**src/rtl/serial_subtractor.sv**
```systemverilog
// Bit-serial WIDTH-bit subtractor: diff = a - b - bin, one bit per clock, LSB first.
// One full-subtractor cell plus a borrow flop; start/busy/done handshake, WIDTH+1 cycles per op.
module serial_subtractor #(
  parameter int WIDTH = 8
) (
  input  logic             clk,
  input  logic             rst,
  input  logic             start,
  input  logic [WIDTH-1:0] a,
  input  logic [WIDTH-1:0] b,
  input  logic             bin,
  output logic             busy,
  output logic             done,
  output logic [WIDTH-1:0] diff,
  output logic             bout,
  output logic             ovf
);

  localparam int CW = $clog2(WIDTH + 1);

  typedef enum logic [1:0] {
    IDLE = 2'd0,
    RUN  = 2'd1,
    DONE = 2'd2
  } state_t;

  state_t           state, state_nxt;
  logic [WIDTH-1:0] a_sh, b_sh, res_sh, res_nxt;
  logic [CW-1:0]    cnt;
  logic             br, br_nxt, d, last, accept;

  // Full-subtractor cell on the current LSBs; result bits enter at the MSB side.
  always_comb begin
    d       = a_sh[0] ^ b_sh[0] ^ br;
    br_nxt  = (~a_sh[0] & b_sh[0]) | (~(a_sh[0] ^ b_sh[0]) & br);
    res_nxt = (res_sh >> 1) | (WIDTH'(d) << (WIDTH - 1));
    last    = (cnt == CW'(WIDTH - 1));
    accept  = start && ((state == IDLE) || (state == DONE));
  end

  always_comb begin
    state_nxt = state;
    busy      = 1'b0;
    done      = 1'b0;
    case (state)
      IDLE: if (start) state_nxt = RUN;
      RUN: begin
        busy = 1'b1;
        if (last) state_nxt = DONE;
      end
      DONE: begin
        done      = 1'b1;
        state_nxt = start ? RUN : IDLE;
      end
      default: state_nxt = IDLE;
    endcase
  end

  always_ff @(posedge clk) begin
    if (rst) begin
      state  <= IDLE;
      a_sh   <= '0;
      b_sh   <= '0;
      res_sh <= '0;
      cnt    <= '0;
      br     <= 1'b0;
      diff   <= '0;
      bout   <= 1'b0;
      ovf    <= 1'b0;
    end else begin
      state <= state_nxt;
      if (accept) begin
        a_sh <= a;
        b_sh <= b;
        br   <= bin;
        cnt  <= '0;
      end else if (state == RUN) begin
        a_sh   <= a_sh >> 1;
        b_sh   <= b_sh >> 1;
        br     <= br_nxt;
        res_sh <= res_nxt;
        cnt    <= cnt + 1'b1;
        // Outputs commit only on the MSB step; br here is the borrow into the MSB.
        if (last) begin
          diff <= res_nxt;
          bout <= br_nxt;
          ovf  <= br ^ br_nxt;
        end
      end
    end
  end

endmodule

```
**config.mk**
```make
export PLATFORM = sky130hd
export DESIGN_NAME = serial_subtractor
export DESIGN_NICKNAME = d
export VERILOG_FILES = /design/src/rtl/serial_subtractor.sv
export SDC_FILE = /design/constraint.sdc
export NUM_CORES = 1
export LEC_CHECK = 0
export BUFFER_PORTS_ARGS = -buffer_cell sky130_fd_sc_hd__buf_2
export CORE_MARGIN = 2
export CORE_UTILIZATION = 45
export DETAILED_ROUTE_END_ITERATION = 12
export GPL_ROUTABILITY_DRIVEN = 0
export PLACE_DENSITY_LB_ADDON = 0.2
export SYNTH_ARGS = -nofsm -noshare
export SYNTH_HDL_FRONTEND = slang
export SYNTH_SLANG_ARGS = --single-unit
```
**constraint.sdc**
```tcl
create_clock -name clk -period 2.35 [get_ports clk]
set_input_delay 0.1175 -clock clk [delete_from_list [all_inputs] [get_ports clk]]
set_output_delay 0.1175 -clock clk [all_outputs]
set_load 0.02 [all_outputs]
```
==> results.yml <==
logic_synthesis:
  fraction_of_the_mapped_netlist_area_in_compound_gates_pct: 19.8
  synth.net_count: 212
  synth.area.top_cells: "sky130_fd_sc_hd__dfxtp_1 50%, sky130_fd_sc_hd__nand2_1 7.2%, sky130_fd_sc_hd__a21oi_1 6.5%"
  synth.largest_area_cell: "sky130_fd_sc_hd__dfxtp_1"
  synth.avg_cell_area_um2: 8.45
  synth-warning-count: 0
  synth_simple_gate_area_share_pct: 19.2
  postSynthRegisterBits: 40
  dominant_combinational_cell_family_by_area_after_synthesis: "compound AO/OA/AOI/OAI gates"
  synth_cell_type_count: 30
  ys_seq_area_share_pct: 49.9
  synthDominantCellAreaShare_pct: 49.9
  post_synth_design_cell_area_um2: 1610
  post_synth_inst_count: 190
  synth.mux.area_fraction_pct: 1.25
  post_synth_xor_area_fraction_pct: 1.64
  post_synthesis_adder_cell_area_fraction_pct: 2.03
floorplan:
  boundaryPins: 32
  floorplan.die_area_um2: 4060
  die_h_um: 63.7
  placeableCoreArea_um2: 3390
  num_rows: 21
  effective_utilization_at_floorplan_pct: 47.4
  die_x_um: 63.7
cts:
  cts_hold_buffers: 1
  clock_path_buffers: 2
  cts_tree: "done"
  cts_resized: 0
  cts_made_buffers: 5
  cts.clk_slew.worst_paths_ps: 120
  clock-sinks: 40
  insertion_delay_ps: 350
  htree_levels: 2
  cts_post_setup_buffers_inserted: 0
  root_buffer_cell: "sky130_fd_sc_hd__clkbuf_4"
timing:
  tightest_slew_ps: 813
  max-slew-margin-rel_pct: 45.8
  post-route-min-period_ps: 1860
  rsz0062_at_grt: "false"
  final_hold_viol_count: 0
  report.final.setup_viol: 0
  period_share_pct: 79.2
  timing.setup.tns_ps: 0
  timing.fmax_mhz: 537
  fin_skew_ps: 3.14
  slew_violations: 0
  hold_slack_ps: 41.6
final_layout:
  layout.filler_cells: 328
  syn_to_final_growth_pct: 14.3
  layout-drive-gt1-share_pct: 19.0
  final_nets: 237
  antennaDiodeCount: 0
grt:
  grt_pass1_vias: 1294
  wire_length_of_the_first_global_routing_pass_um: 5720
  pin_count_of_the_biggest_net_entering_global_routing: 36
  grt_antenna_before_repair: 0
  grt_overflow: 0
  global_route.usage.total_pct: 18.2
critical_path:
  worst-endpoint-required_ps: 2230
  cp.arrival_ps: 1740
  startpoint_type: "flip-flop"
  worst-setup-path-type: "flip-flop to output pin"
  critPathMaxStageDelay_ps: 500
  worstRegToRegCells: 4
  critical_path_cell_by_cell: "nand2b_1, inv_2, buf_2"
  critical_path.top_delay_family: "buffers and inverters"
  r2r_setup_slack_ps: 750
  worst_r2r_endpoint: "bout$_SDFFE_PP0P_"
  maximum_fanout_count_along_the_critical_path: 35
  critical_path.n_buffers_inverters: 2
  worst_r2r_startpoint: "state[1]$_SDFFE_PP0P_"
  cpMaxStageDelayCell: "sky130_fd_sc_hd__inv_2"
  endpoint_kind: "output pin"
min_path:
  beginning_of_the_worst_hold_path: "bin"
  holdCritPathClass: "primary input to flip-flop"
  hold_depth: 3
  worstHoldEndpoint: "br$_SDFFE_PP0P_"
placement:
  dp_hpwl_um: 2200
  port-buffer-count: 31
route:
  postRouteAntennaNets: 0
  finalWirelength_um: 3400
  drt_iter0_markers: 77
  drt_pass1_iterations: 4
  wl_per_cell_um: 13.0
  detailroute.via_count: 1412
  route.detailed.vias_per_inst: 5.39
  route.detailed.drc: 0
outcome:
  status: "completed"
job:
  drv.max_cap_violation_count: 0
power:
  power_leakage_nw: 0.706
  power_density_nw_per_um2: 723
  maximum_vdd_drop_mv: 0.309
[cell families after synthesis]
family                   count (synthesis)
flip-flops                              40
AO/OA/AOI/OAI                           57
buffers and inverters                   20
adder cells (fa/ha/maj)                  2
multiplexers                             2
XOR/XNOR                                 3
AND/OR/NAND/NOR                         66
[worst min-delay path: cells and delay by family]
kind / cells / cell delay (ps)
AO/OA/AOI/OAI: 2 / 160
buffers and inverters: 1 / 90
[worst max-delay path by stage]
stage	startpoint	to	slack (ps)	cells past startpoint
CTS	state[1]$_SDFFE_PP0P_	busy	480	3
finish	state[1]$_SDFFE_PP0P_	busy	490	3
global placement	state[0]$_SDFFE_PP0P_	b_sh[0]$_SDFFE_PP0P_	850	3
floorplan	br$_SDFFE_PP0P_	ovf$_SDFFE_PP0P_	1140	5
detailed placement	state[1]$_SDFFE_PP0P_	bout$_SDFFE_PP0P_	780	4
global route	state[0]$_SDFFE_PP0P_	busy	350	3
[cells in the final DEF (no fill, tap or decap), types with 2 or more instances in the layout]
master / netlist / routed
sky130_fd_sc_hd__a21oi_1: 21 / 21
sky130_fd_sc_hd__a31oi_1: 9 / 9
sky130_fd_sc_hd__and2b_1: 2 / 2
sky130_fd_sc_hd__buf_2: 7 / 31
sky130_fd_sc_hd__buf_4: 4 / 2
sky130_fd_sc_hd__clkbuf_4: 0 / 5
sky130_fd_sc_hd__dfxtp_1: 40 / 40
sky130_fd_sc_hd__inv_1: 3 / 3
sky130_fd_sc_hd__mux2i_1: 2 / 2
sky130_fd_sc_hd__nand2_1: 31 / 31
sky130_fd_sc_hd__nand2b_1: 2 / 2
sky130_fd_sc_hd__nand3_1: 13 / 13
sky130_fd_sc_hd__nand3b_1: 2 / 2
sky130_fd_sc_hd__nor3_1: 13 / 13
sky130_fd_sc_hd__o21ai_0: 18 / 18
sky130_fd_sc_hd__o22ai_1: 4 / 4
sky130_fd_sc_hd__xnor2_1: 2 / 2
[power breakdown]
group	total, mW	internal, mW	switching (mW)
Sequential	0.728	0.709	0.0184
Clock	0.450	0.223	0.227
Combinational	0.149	0.0575	0.0914
Total	1.33	0.990	0.336
[metrics by stage]
stage                     instance area, um2  setup WS (ps)  power (mW)  cells  util, %
after CTS                               1830            483        1.33    262     54.1
final                                   1830            488        1.33    262     54.1
after floorplan                         1610           1140       0.856    190        -
after global routing                    1830            349        1.38    262     54.1
after global placement                  1750            852       0.885    253     51.6
after detailed placement                1750            777       0.890    253     51.6
[cells in the mapped netlist (all sizes together)]
library cell / number
o22ai: 4
nor3: 13
dfxtp: 40
o21ai: 18
a211oi: 1
xnor2: 2
a311oi: 1
clkbuf: 5
nand2: 31
and3b: 1
xor2: 1
and2b: 2
buf: 11
ha: 1
a31oi: 9
nand3b: 2
nand3: 13
or3: 1
nor2: 1
a22oi: 1
a2bb2oi: 1
a21oi: 21
mux2i: 2
o221ai: 1
fa: 1
inv: 4
nand2b: 2
[registers in the layout, summed over array words and instances, names as in the netlist]
register	count
a_sh	8
bout	1
state	2
res_sh	7
diff	8
ovf	1
cnt	4
b_sh	8
br	1
[layer usage]
layer	wire length [um]	up-vias	global-route usage, %
met4	81	0	9.24
met2	1580	40	29.1
met3	179	9	5.18
met1	1560	652	22.3
li1	-	711	-
met5	0	-	0
[final cells by class]
type | count | area (um2) | share of cell area [%]
sequential | 40 | 801 | 43.7
tap | 46 | 57.6 | 3.14
clock buffer | 6 | 41.3 | 2.25
multi-input combinational | 130 | 704 | 38.4
clock inverter | 2 | 35.0 | 1.91
timing repair buffer | 34 | 180 | 9.82
inverter | 4 | 15.0 | 0.819
(Power assumes the default switching activity.)
